`src/rtl/fft_pkg.sv`:
```
// fft_pkg: shared definitions for the radix-2 DIT FFT address generator.
//   - fft_state_e : sequencer states (IDLE, RUN, DRAIN, DONE)
//   - FFT_N_LOG2_DEF : default log2 of the transform length
//   - rotl() : rotate-left of the low w bits of a ROT_W-bit word
package fft_pkg;

    localparam int FFT_N_LOG2_DEF = 5;

    // Working width of rotl(); any N_LOG2 up to ROT_W is supported.
    localparam int ROT_W  = 32;
    localparam int ROT_IW = 5;

    typedef enum logic [1:0] {
        IDLE  = 2'd0,
        RUN   = 2'd1,
        DRAIN = 2'd2,
        DONE  = 2'd3
    } fft_state_e;

    // Rotate the low w bits of v left by sh positions. Bits at or above w
    // are returned as zero. w is a constant at every call site, so this
    // unrolls into pure wiring.
    function automatic logic [ROT_W-1:0] rotl(input logic [ROT_W-1:0] v,
                                              input int unsigned       sh,
                                              input int unsigned       w);
        logic [ROT_W-1:0]  r;
        logic [ROT_IW-1:0] src;
        logic [ROT_IW-1:0] dst;
        r = '0;
        for (int unsigned k = 0; k < ROT_W; k++) begin
            if (k < w) begin
                src    = ROT_IW'(k);
                dst    = ROT_IW'((k + sh) % w);
                r[dst] = v[src];
            end
        end
        return r;
    endfunction

endpackage

```
`src/rtl/fft_wb_delay.sv`:
```
// fft_wb_delay: LAT-deep register pipeline carrying {valid, adr_a, adr_b}
// from the read side to the write side of the butterfly datapath.
//   clk_i     in   clock
//   rst_ni    in   asynchronous active-low clear of every stage
//   valid_i   in   read strobe entering the pipeline
//   adr_a_i   in   operand A address entering the pipeline
//   adr_b_i   in   operand B address entering the pipeline
//   valid_o   out  write strobe, valid_i delayed by LAT cycles
//   adr_a_o   out  A' write address (0 whenever valid_o is low)
//   adr_b_o   out  B' write address (0 whenever valid_o is low)
module fft_wb_delay #(
    parameter int AW  = 5,
    parameter int LAT = 2
) (
    input  logic          clk_i,
    input  logic          rst_ni,
    input  logic          valid_i,
    input  logic [AW-1:0] adr_a_i,
    input  logic [AW-1:0] adr_b_i,
    output logic          valid_o,
    output logic [AW-1:0] adr_a_o,
    output logic [AW-1:0] adr_b_o
);

    logic [LAT-1:0] v_q;
    logic [AW-1:0]  a_q [LAT];
    logic [AW-1:0]  b_q [LAT];

    // Valid bits are cleared with the addresses so an aborted FFT never
    // leaves a write in flight.
    always_ff @(posedge clk_i or negedge rst_ni) begin
        if (!rst_ni) begin
            v_q <= '0;
            for (int k = 0; k < LAT; k++) begin
                a_q[k] <= '0;
                b_q[k] <= '0;
            end
        end else begin
            v_q[0] <= valid_i;
            a_q[0] <= adr_a_i;
            b_q[0] <= adr_b_i;
            for (int k = 1; k < LAT; k++) begin
                v_q[k] <= v_q[k-1];
                a_q[k] <= a_q[k-1];
                b_q[k] <= b_q[k-1];
            end
        end
    end

    assign valid_o = v_q[LAT-1];
    assign adr_a_o = v_q[LAT-1] ? a_q[LAT-1] : '0;
    assign adr_b_o = v_q[LAT-1] ? b_q[LAT-1] : '0;

endmodule

```
`src/rtl/fft_agu.sv`:
```
// fft_agu: address generator / sequencer for an in-place radix-2 DIT FFT.
// Issues one butterfly per cycle for N/2 cycles per stage, drains the
// read-to-write latency between stages, and pulses done at the end.
//   clk       in   clock, all state on the rising edge
//   reset     in   asynchronous active-low reset
//   start     in   begin a full FFT (only acted on in IDLE)
//   busy      out  high while running or draining
//   done      out  one-cycle pulse after the last write-back
//   rd_en     out  read strobe for both data-RAM read ports
//   adr_a     out  operand A read address
//   adr_b     out  operand B read address
//   tw_adr    out  twiddle ROM address
//   wr_en     out  write strobe, rd_en delayed LAT cycles
//   wr_adr_a  out  A' write address, adr_a delayed LAT cycles
//   wr_adr_b  out  B' write address, adr_b delayed LAT cycles
//   stage     out  current stage index
// Strobes are plain qualifiers: an address is meaningful only in a cycle
// where its strobe is high, and is driven to 0 otherwise. There is no
// back-pressure; the datapath accepts one butterfly every cycle.
module fft_agu
    import fft_pkg::*;
#(
    parameter int N_LOG2 = FFT_N_LOG2_DEF,
    parameter int LAT    = 2,
    localparam int SW    = (N_LOG2 > 1) ? $clog2(N_LOG2) : 1,
    localparam int DW    = (LAT > 1) ? $clog2(LAT) : 1
) (
    input  logic              clk,
    input  logic              reset,
    input  logic              start,
    output logic              busy,
    output logic              done,
    output logic              rd_en,
    output logic [N_LOG2-1:0] adr_a,
    output logic [N_LOG2-1:0] adr_b,
    output logic [N_LOG2-2:0] tw_adr,
    output logic              wr_en,
    output logic [N_LOG2-1:0] wr_adr_a,
    output logic [N_LOG2-1:0] wr_adr_b,
    output logic [SW-1:0]     stage
);

    localparam logic [SW-1:0] S_LAST = SW'(N_LOG2 - 1);
    localparam logic [DW-1:0] D_LAST = DW'(LAT - 1);

    fft_state_e        state_q, state_d;
    logic [N_LOG2-2:0] i_q, i_d;      // butterfly index within a stage
    logic [SW-1:0]     s_q, s_d;      // stage index
    logic [DW-1:0]     d_q, d_d;      // drain cycle count

    // ------------------------------------------------------------------
    // State registers
    // ------------------------------------------------------------------
    always_ff @(posedge clk or negedge reset) begin
        if (!reset) begin
            state_q <= IDLE;
            i_q     <= '0;
            s_q     <= '0;
            d_q     <= '0;
        end else begin
            state_q <= state_d;
            i_q     <= i_d;
            s_q     <= s_d;
            d_q     <= d_d;
        end
    end

    // ------------------------------------------------------------------
    // Next-state logic
    // ------------------------------------------------------------------
    always_comb begin
        state_d = state_q;
        i_d     = i_q;
        s_d     = s_q;
        d_d     = d_q;
        unique case (state_q)
            IDLE: begin
                if (start) begin
                    state_d = RUN;
                    i_d     = '0;
                    s_d     = '0;
                end
            end
            RUN: begin
                // i_q all ones is the last butterfly (N/2-1) of the stage.
                if (i_q == '1) begin
                    state_d = DRAIN;
                    i_d     = '0;
                    d_d     = '0;
                end else begin
                    i_d = i_q + 1'b1;
                end
            end
            DRAIN: begin
                // The final drain cycle carries the stage's last write, so
                // the next stage's first read already sees it in the RAM.
                if (d_q == D_LAST) begin
                    if (s_q == S_LAST) begin
                        state_d = DONE;
                    end else begin
                        s_d     = s_q + 1'b1;
                        state_d = RUN;
                    end
                end else begin
                    d_d = d_q + 1'b1;
                end
            end
            DONE: begin
                state_d = IDLE;
                s_d     = '0;
            end
            default: begin
                state_d = IDLE;
            end
        endcase
    end

    // ------------------------------------------------------------------
    // Status outputs
    // ------------------------------------------------------------------
    assign rd_en = (state_q == RUN);
    assign busy  = (state_q == RUN) || (state_q == DRAIN);
    assign done  = (state_q == DONE);
    assign stage = s_q;

    // ------------------------------------------------------------------
    // Read / twiddle address generation
    // ------------------------------------------------------------------
    // Stage s pairs addresses differing in bit s: the pair index i with
    // the pair bit appended at the LSB, rotated left by s, puts the pair
    // bit at position s and i's bits around it.
    logic [ROT_W-1:0]  pair_a, pair_b;
    logic [N_LOG2-1:0] rot_a, rot_b;
    logic [N_LOG2-2:0] tw_mask;
    int                tw_sh;

    always_comb begin
        pair_a                 = '0;
        pair_b                 = '0;
        pair_a[N_LOG2-1:0]     = {i_q, 1'b0};
        pair_b[N_LOG2-1:0]     = {i_q, 1'b1};
        rot_a                  = N_LOG2'(rotl(pair_a, 32'(s_q), N_LOG2));
        rot_b                  = N_LOG2'(rotl(pair_b, 32'(s_q), N_LOG2));
        // Twiddle index keeps only the top s bits of i: stage 0 uses W^0
        // throughout, the last stage uses every twiddle.
        tw_sh                  = N_LOG2 - 1 - int'(s_q);
        tw_mask                = {(N_LOG2-1){1'b1}} << tw_sh;
    end

    assign adr_a  = rd_en ? rot_a : '0;
    assign adr_b  = rd_en ? rot_b : '0;
    assign tw_adr = rd_en ? (i_q & tw_mask) : '0;

    // ------------------------------------------------------------------
    // Write-back alignment
    // ------------------------------------------------------------------
    fft_wb_delay #(
        .AW  (N_LOG2),
        .LAT (LAT)
    ) u_wb_delay (
        .clk_i   (clk),
        .rst_ni  (reset),
        .valid_i (rd_en),
        .adr_a_i (adr_a),
        .adr_b_i (adr_b),
        .valid_o (wr_en),
        .adr_a_o (wr_adr_a),
        .adr_b_o (wr_adr_b)
    );

endmodule

```
`config.mk`:
```
export PLATFORM = sky130hd
export DESIGN_NAME = fft_agu
export DESIGN_NICKNAME = d
export VERILOG_FILES = /design/src/rtl/fft_pkg.sv /design/src/rtl/fft_wb_delay.sv /design/src/rtl/fft_agu.sv
export SDC_FILE = /design/constraint.sdc
export NUM_CORES = 1
export LEC_CHECK = 0
export BUFFER_PORTS_ARGS = -buffer_cell sky130_fd_sc_hd__buf_2
export CORE_MARGIN = 5
export CORE_UTILIZATION = 25
export CTS_BUF_LIST = sky130_fd_sc_hd__clkbuf_8 sky130_fd_sc_hd__clkbuf_16
export CTS_CLUSTER_DIAMETER = 100
export DETAILED_ROUTE_END_ITERATION = 8
export MAX_ROUTING_LAYER = met4
export SLEW_MARGIN = 15
export SYNTH_ARGS = -nofsm -noshare
export SYNTH_HDL_FRONTEND = slang
export SYNTH_SLANG_ARGS = --single-unit
export TNS_END_PERCENT = 5
```
`constraint.sdc`:
```
create_clock -name clk -period 4.69 [get_ports clk]
set_clock_uncertainty 0.1 [all_clocks]
set_input_delay 0 -clock clk [delete_from_list [all_inputs] [get_ports clk]]
set_output_delay 0 -clock clk [all_outputs]
set_load 0.1 [all_outputs]
```
==> flow_metrics.py, run 1 <==
metrics = {
    "sta": {
        "min_period_over_period": 0.9444,
        "finalMaxSlewViolations": 0,
        "setup_viol": 0,
        "fin_crit_ns": 4.429,
        "tns_ns": 0,
        "max_freq_mhz": 225.8,
        "tightest_slew_ns": 0.7820,
        "hold_violations": 0,
        "rsz0062_at_grt": "no",
        "slew_headroom": 0.4732,
    },
    "cts": {
        "cts_num_sinks": 32,
        "cts_max_path_buffers": 2,
        "cts_tree": "built",
        "clkTransAtPathRegs_ns": 0.05,
        "cts_setup_buffers": 0,
        "htreeDepth": 2,
        "numCtsBuffers": 5,
        "cts_root_buffer": "clkbuf_16",
        "clk_latency_ns": 0.27,
    },
    "critical_path": {
        "ff2ff_path_depth": 17,
        "regToRegStartpoint": "stage[1]",
        "setup.worst_path.start_class": "flip-flop",
        "rrSetupSlack_ns": 0.63,
        "rr_endpoint": "u_wb_delay.b_q[8]",
        "crit_required_ns": 4.59,
        "crit_path_end_kind": "output pin",
        "cp_data_arrival_time_ns": 4.33,
        "critPathMaxFanout": 10,
        "path_class": "reg -> out",
    },
    "yosys": {
        "synth_area_leaders": "dfrtp_1, ha_1, a21oi_1",
        "avgSynthCellArea_um2": 8.291,
        "syn_nets": 423,
        "synth_seq_cells": 32,
        "synth_flop_cell": "dfrtp_1",
        "synthCells": 391,
        "async_flop_share": 1.000,
        "ys.warnings.count": 0,
        "synth_top_area_cell": "dfrtp_1",
        "synth_enable_flop_cells": 0,
        "synth.distinct_cells": 76,
        "synth_top_area_frac": 0.2470,
        "ys_seq_area_frac": 0.2470,
        "syn-cell-area_um2": 3242,
    },
    "finish": {
        "nNetsFinal": 454,
        "finish.utilization": 0.3237,
        "diodes": 0,
        "synthToLayoutAreaGrowth_pct": 26.51,
        "drive_gt1_frac": 0.2459,
        "final_cell_area_um2": 4101,
    },
    "global_routing": {
        "overflow": 0,
        "grt_start_max_net_pins": 39,
        "grt_usage": 0.1269,
        "grt_pass1_wl_mm": 15.35,
        "grt_pass1_vias": 3142,
        "grt_antenna_before_repair": 0,
    },
    "routing": {
        "drcViolationCount": 0,
        "wirelength_mm": 9.380,
        "num_vias": 3147,
        "via_per_inst": 5.289,
        "wl_per_cell_um": 15.76,
        "first_pass_iters": 4,
        "drtAntennaViolNets": 0,
        "drt-initial-drc-count": 330,
    },
    "outcome": {
        "outcome": "finished, final reports clean",
    },
    "floorplan": {
        "boundaryPins": 34,
        "rows": 41,
        "die_h_um": 123.9,
        "initial_utilization": 0.2559,
        "die-area_um2": 15350,
        "core_um2": 12670,
        "die_x_um": 123.9,
    },
    "placement": {
        "dp_hpwl_mm": 7.146,
        "gp_congestion": 0.8891,
        "portBuffers": 33,
        "postPlaceCellArea_um2": 3885,
    },
    "run": {
        "max-cap-violations": 0,
    },
    "min_path": {
        "hold_path_class": "in -> async",
    },
}
## state kept, by name, summed over array words and instances, names as in the netlist
signal and cells:
d_q 1, u_wb_delay.v_q 2, stage 3, i_q 4
u_wb_delay.b_q 10, state_q 2, u_wb_delay.a_q 10
## worst max-delay path: stages, from the launching register on
cell and delay [ns]:
dfrtp_4 0.42, clkinvlp_4 0.22, ha_1 0.39, nor3_2 0.20, nand2b_1 0.14, xnor2_1 0.09
ha_1 0.21, fa_2 0.43, or3_1 0.40, a41o_1 0.28, nand3_1 0.13, nor2_1 0.06
or4_1 0.60, a21boi_4 0.18, buf_4 0.30
## repair_timing
action,CTS,global route
hold buffers,2,0
hold endpoints to repair,34,0
gates resized for setup,6,9
setup endpoints to repair,5,10
pin swaps,0,0
## cells in the mapped netlist (all sizes together) (3+ instances only)
cell type and instances:
a21oi 23, nor3 16, a32oi 3, and2 16, nand3 15, nor2 21, a211oi 8, nand2b 10
buf 12, o2111ai 3, nand3b 3, mux2i 8, xnor2 5, and3 5, mux2 3, inv 21
dfrtp 32, or4 4, o21a 6, a22o 3, o311ai 5, a21o 6, nor2b 8, nand4 3
o21ai 24, o31ai 5, o22ai 3, a31oi 3, ha 28, nand2 24, clkbuf 11, o211ai 5
nor4 7, or3 4
## metal layers
layer  vias up  wire, um  GRT usage
met5         -         0          -
li1       1529         -          -
met1      1514      4228     0.1618
met3        24       384   0.009991
met4         0       253    0.04498
met2        80      4513     0.2116
## cell families (layout without fill, tap and decap cells)
group / Yosys count / after routing / synth area share
and+or+nand+nor: 147 / 147 / 0.2513
adders and majority gates: 29 / 29 / 0.1142
AOI/OAI and AO/OA: 122 / 122 / 0.2775
buffers and inverters: 44 / 76 / 0.05866
DFF: 32 / 32 / 0.2470
xor gates and xnor gates: 6 / 6 / 0.01621
muxes: 11 / 11 / 0.03512
## area by class of cell
type                    instances  area, um2
clock buffers                   5      125.1
clock inverters                 3      23.77
fillers                      1320       8569
inverters                      21      90.09
multi-input cells             315       2480
flip-flops and latches         32      809.5
well taps                     172      215.2
repair buffers                 47      357.8
## per-stage QoR
step	hold WS, ns	instances	setup WS (ns)
3_3_place_gp	-0.01872	585	0.2817
2_1_floorplan	-0.3956	391	-0.4459
3_5_place_dp	-0.01220	585	0.1539
4_1_cts	0.2393	595	0.01337
6_report	0.2146	595	0.2610
5_1_grt	0.2565	595	0.008625
## cells in the final DEF (no fill, tap or decap), drive strengths merged, types with 4 or more instances in the layout
master,instances
buf,44
dfrtp,32
nor2b,8
o21a,6
a211oi,8
o211ai,5
o311ai,5
nor2,21
nand2,24
clkbuf,6
and2,16
o21ai,24
or3,4
a21oi,23
o31ai,5
nand2b,10
nor4,7
and3,5
or4,4
nand3,15
nor3,16
a21o,6
inv,20
xnor2,5
mux2i,8
ha,28
## worst max-delay path by stage
stage          cells past startpoint  slack (ns)      from           endpoint
5_1_grt                           18       0.009  stage[1]           adr_a[3]
6_report                          14        0.26  stage[1]           adr_b[0]
2_1_floorplan                     21       -0.45  stage[0]  u_wb_delay.b_q[6]
3_3_place_gp                      14        0.28  stage[1]           adr_b[3]
3_5_place_dp                      18        0.15  stage[1]           adr_b[1]
4_1_cts                           14        0.01  stage[1]           adr_a[3]
Power of run 1 is not shown: default switching activity piles up to over one toggle a cycle in this logic, so the estimate is an artifact.
==> run 2, diff against run 1 <==
--- a/constraint.sdc
+++ b/constraint.sdc
@@ -3,3 +3,3 @@
 set_input_delay 0 -clock clk [delete_from_list [all_inputs] [get_ports clk]]
 set_output_delay 0 -clock clk [all_outputs]
-set_load 0.1 [all_outputs]
+set_load 0.02 [all_outputs]
==> run 2 against run 1 <==
Against the previous run:
- register-to-register slack lost 0.03 ns
- global-route usage about the same
- core utilization decreased by 0.94 points
- sequential share of layout area grew 0.40 points
- sequential cell count unchanged
- critical path depth grew 4
- final cell count shrank 0.17%
- hold slack barely moved
- worst setup slack got worse by 0.024 ns
- clock-buffer cell count increased by 2
- critical endpoint is now adr_b[2]
- highest routed layer unchanged
==> flow_metrics.py, run 2 (synthesized netlist as in run 1, its figures left out) <==
metrics = {
    "critical_path": {
        "crit_required_ns": 4.59,
        "rrSetupSlack_ns": 0.60,
        "ff2ff_path_depth": 13,
        "setup.worst_path.start_class": "flip-flop",
        "critPathMaxFanout": 10,
        "cp_data_arrival_time_ns": 4.35,
        "rr_endpoint": "u_wb_delay.a_q[5]",
        "crit_path_end_kind": "output pin",
        "regToRegStartpoint": "stage[1]",
        "path_class": "reg -> out",
    },
    "sta": {
        "hold_violations": 0,
        "finalMaxSlewViolations": 0,
        "slew_headroom": 0.4510,
        "min_period_over_period": 0.9495,
        "setup_viol": 0,
        "max_freq_mhz": 224.6,
        "fin_crit_ns": 4.453,
        "tightest_slew_ns": 0.8150,
    },
    "floorplan": {
        "boundaryPins": 34,
        "rows": 41,
        "core_um2": 12670,
        "die_h_um": 123.9,
        "initial_utilization": 0.2559,
        "die-area_um2": 15350,
        "die_x_um": 123.9,
    },
    "finish": {
        "final_cell_mix": "buf_2, dfrtp_1, ha_1, nand2_1, o21ai_0",
        "synthToLayoutAreaGrowth_pct": 22.85,
        "nNetsFinal": 453,
        "fin_cells": 594,
        "reg_top3": "u_wb_delay.a_q x10, u_wb_delay.b_q x10, i_q x4",
        "drive_gt1_frac": 0.2156,
        "layout_commonest_cell": "buf_2",
        "diodes": 0,
    },
    "pwr": {
        "irDropWorstVdd_v": 0.0002144,
        "p_per_area_nw_per_um2": 700.4,
        "p_leak_nw": 1.680,
        "total_power_mw": 2.789,
    },
    "cts": {
        "cts_num_sinks": 32,
        "numCtsBuffers": 5,
        "clk_latency_ns": 0.28,
        "clkTransAtPathRegs_ns": 0.06,
        "cts_max_path_buffers": 2,
        "htreeDepth": 2,
        "cts_tree": "built",
        "cts_root_buffer": "clkbuf_16",
    },
    "placement": {
        "placedCellCount": 583,
        "gp_congestion": 0.9219,
        "portBuffers": 33,
        "dp_hpwl_mm": 6.893,
    },
    "routing": {
        "drt-initial-drc-count": 258,
        "drtAntennaViolNets": 0,
        "drcViolationCount": 0,
        "wirelength_mm": 9.391,
        "wl_per_cell_um": 15.81,
        "num_vias": 3166,
        "via_per_inst": 5.330,
        "first_pass_iters": 5,
    },
    "outcome": {
        "outcome": "finished, final reports clean",
    },
    "global_routing": {
        "use_met1": 0.1669,
        "grt_use_met2": 0.1936,
        "overflow": 0,
        "top_usage_layer": "met2",
        "grt_use_met3": 0.01408,
        "grt_start_max_net_pins": 40,
        "grt_pass1_wl_mm": 15.13,
        "grt_pass1_vias": 2904,
        "grt_antenna_before_repair": 0,
        "grt_usage": 0.1266,
    },
    "min_path": {
        "hold_path_class": "in -> async",
    },
    "run": {
        "max-cap-violations": 0,
    },
}
[run 2: worst max-delay path: stages (launching register included)]
cell and delay, ns:
dfrtp_1 0.40, clkinvlp_4 0.18, ha_2 0.26, inv_1 0.09, ha_4 0.33, inv_1 0.12
ha_1 0.25, nor3_4 0.19, nor2_2 0.08, xnor2_2 0.19, ha_2 0.25, nand2b_1 0.18
mux2i_4 0.11, a21o_1 0.25, nor3_2 0.23, a21oi_2 0.10, or4_1 0.55, nand3_1 0.13
buf_2 0.18
[run 2: routing by layer]
layer	routed length (um)	share of wire	up-vias
met3	418	0.045	26
met5	0	0	-
met4	360	0.038	0
li1	-	-	1528
met1	4307	0.46	1506
met2	4304	0.46	106
[run 2: what timing repair did]
item,in CTS,in global routing
setup buffers,0,1
setup endpoints to repair,0,10
resized for setup,0,11
hold buffers,2,0
hold endpoints to repair,34,0
[run 2: stage by stage]
step	cell area (um2)	hold slack (ns)	worst slack [ns]	TNS, ns	util
after detailed placement	3715	-0.002196	0.3107	0	0.2932
after CTS	3918	0.2469	0.0009921	0	0.3092
final	3983	0.2146	0.2368	0	0.3143
after global routing	3983	0.2485	-0.002293	-0.002293	0.3143
after global placement	3715	0.005186	0.4822	0	0.2932
after floorplan	3369	-0.3956	-0.07298	-0.1782	-
[run 2: cell type report]
cell class / instances / area, um2
Sequential cell: 32 / 802.0
Inverter: 21 / 85.08
Multi-Input combinational cell: 315 / 2430
Timing Repair Buffer: 46 / 267.8
Clock inverter: 1 / 30.03
Clock buffer: 7 / 152.6
Fill cell: 1311 / 8688
Tap cell: 172 / 215.2
[run 2: power breakdown]
| part | internal, mW | switching, mW | leakage [nW] |
|---|---|---|---|
| combinational | 0.736 | 1.23 | 1.17 |
| sequential | 0.350 | 0.0762 | 0.425 |
| clock | 0.279 | 0.118 | 0.0901 |
| total | 1.37 | 1.42 | 1.68 |
[run 2: worst max-delay path by stage]
stage	end	slack [ns]	startpoint	cells past startpoint
after floorplan	u_wb_delay.b_q[6]	-0.07	stage[0]	21
after global placement	adr_b[1]	0.48	stage[1]	18
after detailed placement	adr_b[1]	0.31	stage[1]	18
after CTS	adr_b[1]	0.001	stage[1]	18
after global routing	adr_b[2]	-0.002	stage[1]	18
final	adr_b[2]	0.24	stage[1]	18
(Power assumes the default switching activity.)
==> run 3, diff against run 2 <==
Settings changed: RECOVER_POWER set to 25.
==> run 3 against run 2 <==
Against the previous run:
- the flow now finishes with violations (max-capacitance violations, max-slew violations)
- global-route usage unchanged
- die area unchanged
- via count unchanged
- final area about the same
- critical endpoint unchanged
- fmax unchanged
- worst setup slack unchanged
- power about the same
- combinational power about the same
==> flow_metrics.py, run 3 (synthesized netlist as in run 1, its figures left out) <==
metrics = {
    "critical_path": {
        "cp_data_arrival_time_ns": 4.35,
        "crit_path_end_kind": "output pin",
        "setup.worst_path.start_class": "flip-flop",
        "crit_required_ns": 4.59,
        "path_class": "reg -> out",
        "critPathMaxFanout": 10,
    },
    "finish": {
        "final_cell_mix": "buf_2, dfrtp_1, ha_1, nand2_1, o21ai_0",
        "diodes": 0,
        "synthToLayoutAreaGrowth_pct": 22.81,
        "nNetsFinal": 453,
        "final_cell_area_um2": 3981,
        "layout_commonest_cell": "buf_2",
        "finish.utilization": 0.3142,
        "reg_top3": "u_wb_delay.a_q x10, u_wb_delay.b_q x10, i_q x4",
        "drive_gt1_frac": 0.2133,
    },
    "sta": {
        "hold_violations": 0,
        "max_freq_mhz": 224.6,
        "min_period_over_period": 0.9495,
        "slew_headroom": -0.1630,
        "setup_viol": 0,
        "finalMaxSlewViolations": 33,
        "tightest_slew_ns": 1.744,
        "fin_crit_ns": 4.453,
        "worst_slack_ns": 0.2368,
    },
    "pwr": {
        "irDropWorstVdd_v": 0.0002144,
        "total_power_mw": 2.789,
        "internal_power_mw": 1.366,
        "seqPwrFrac": 0.153,
        "p_switching_mw": 1.423,
        "p_leak_nw": 1.677,
        "switching_share": 0.5103,
        "pwr-share-clk": 0.143,
        "p_per_area_nw_per_um2": 700.6,
        "comb_power_share": 0.704,
    },
    "placement": {
        "dp_hpwl_mm": 6.893,
        "place_ws_ns": 0.3107,
        "portBuffers": 33,
        "postPlaceCellArea_um2": 3715,
        "gp_congestion": 0.9219,
    },
    "floorplan": {
        "die-area_um2": 15350,
        "die_h_um": 123.9,
        "boundaryPins": 34,
        "initial_utilization": 0.2559,
        "core_um2": 12670,
        "rows": 41,
        "die_x_um": 123.9,
    },
    "routing": {
        "via_per_inst": 5.330,
        "num_vias": 3166,
        "drtAntennaViolNets": 0,
        "wl_per_cell_um": 15.81,
        "drcViolationCount": 0,
        "drt-initial-drc-count": 258,
        "wirelength_mm": 9.389,
        "first_pass_iters": 5,
    },
    "cts": {
        "clk_latency_ns": 0.28,
        "cts_tree": "built",
        "clkTransAtPathRegs_ns": 0.06,
        "htreeDepth": 2,
        "cts_num_sinks": 32,
        "cts_max_path_buffers": 2,
        "cts_root_buffer": "clkbuf_16",
        "numCtsBuffers": 5,
    },
    "global_routing": {
        "grt_usage": 0.1266,
        "grt_pass1_vias": 2904,
        "grt_antenna_before_repair": 0,
        "overflow": 0,
        "grt_pass1_wl_mm": 15.13,
        "grt_start_max_net_pins": 40,
    },
    "outcome": {
        "failed_checks": "max-capacitance violations, max-slew violations",
        "outcome": "complete, but fails checks",
    },
    "run": {
        "max-cap-violations": 1,
    },
    "min_path": {
        "hold_path_class": "reg -> reg",
    },
}
[run 3: worst paths after layout]
check | start | end | slack [ns] | depth (start not counted)
worst max-delay path | stage[1] | adr_b[2] | 0.24 | 18
worst min-delay path | u_wb_delay.a_q[8] | u_wb_delay.a_q[3] | 0.24 | 0
worst max register to register | stage[1] | u_wb_delay.a_q[5] | 0.60 | 13
worst min register to register | u_wb_delay.a_q[8] | u_wb_delay.a_q[3] | 0.24 | 0
max in group asynchronous | reset | stage[0] | 2.73 | 2
min in group asynchronous | reset | u_wb_delay.a_q[6] | 0.62 | 2
[run 3: routing by layer]
layer	part of all wire	global-route usage	up-vias
met5	0	-	-
met4	0.038	0.06090	0
met3	0.045	0.01408	26
met2	0.46	0.1936	106
met1	0.46	0.1669	1506
li1	-	-	1528
[run 3: what timing repair did]
item | 4_1_cts | 5_1_grt
resized for setup | 0 | 11
hold buffers | 2 | 0
endpoints found under the setup margin | 0 | 10
hold endpoints to repair | 34 | 0
setup buffers | 0 | 1
[run 3: critical path, cell delays in order, from the launching register on]
cell        delay, ns
dfrtp_1          0.40
clkinvlp_4       0.18
ha_2             0.26
inv_1            0.09
ha_4             0.33
inv_1            0.12
ha_1             0.25
nor3_4           0.19
nor2_2           0.08
xnor2_2          0.19
ha_2             0.25
nand2b_1         0.18
mux2i_4          0.11
a21o_1           0.25
nor3_2           0.23
a21oi_2          0.10
or4_1            0.55
nand3_1          0.13
buf_2            0.18
[run 3: layout make-up]
| type | instances | area, um2 |
|---|---|---|
| inverter | 21 | 85.08 |
| sequential | 32 | 802.0 |
| clock inverter | 1 | 30.03 |
| clock buffer | 7 | 152.6 |
| fill | 1311 | 8690 |
| timing repair buffer | 46 | 266.5 |
| tap | 172 | 215.2 |
| multi-input combinational | 315 | 2430 |
[run 3: through the flow]
| stage | std cells | hold slack [ns] | TNS [ns] |
|---|---|---|---|
| 6_report | 594 | 0.2432 | 0 |
| 5_1_grt | 594 | 0.2485 | -0.002293 |
| 4_1_cts | 593 | 0.2469 | 0 |
| 3_5_place_dp | 583 | -0.002196 | 0 |
| 3_3_place_gp | 583 | 0.005186 | 0 |
| 2_1_floorplan | 391 | -0.3956 | -0.1782 |
[run 3: power groups by stage]
stage / registers, mW / logic [mW] / clock network, mW
finish: 0.427 / 1.97 / 0.398
global route: 0.436 / 2.15 / 0.417
CTS: 0.425 / 1.88 / 0.404
detailed placement: 0.430 / 1.86 / 0
global placement: 0.426 / 1.83 / 0
floorplan: 0.407 / 1.45 / 0
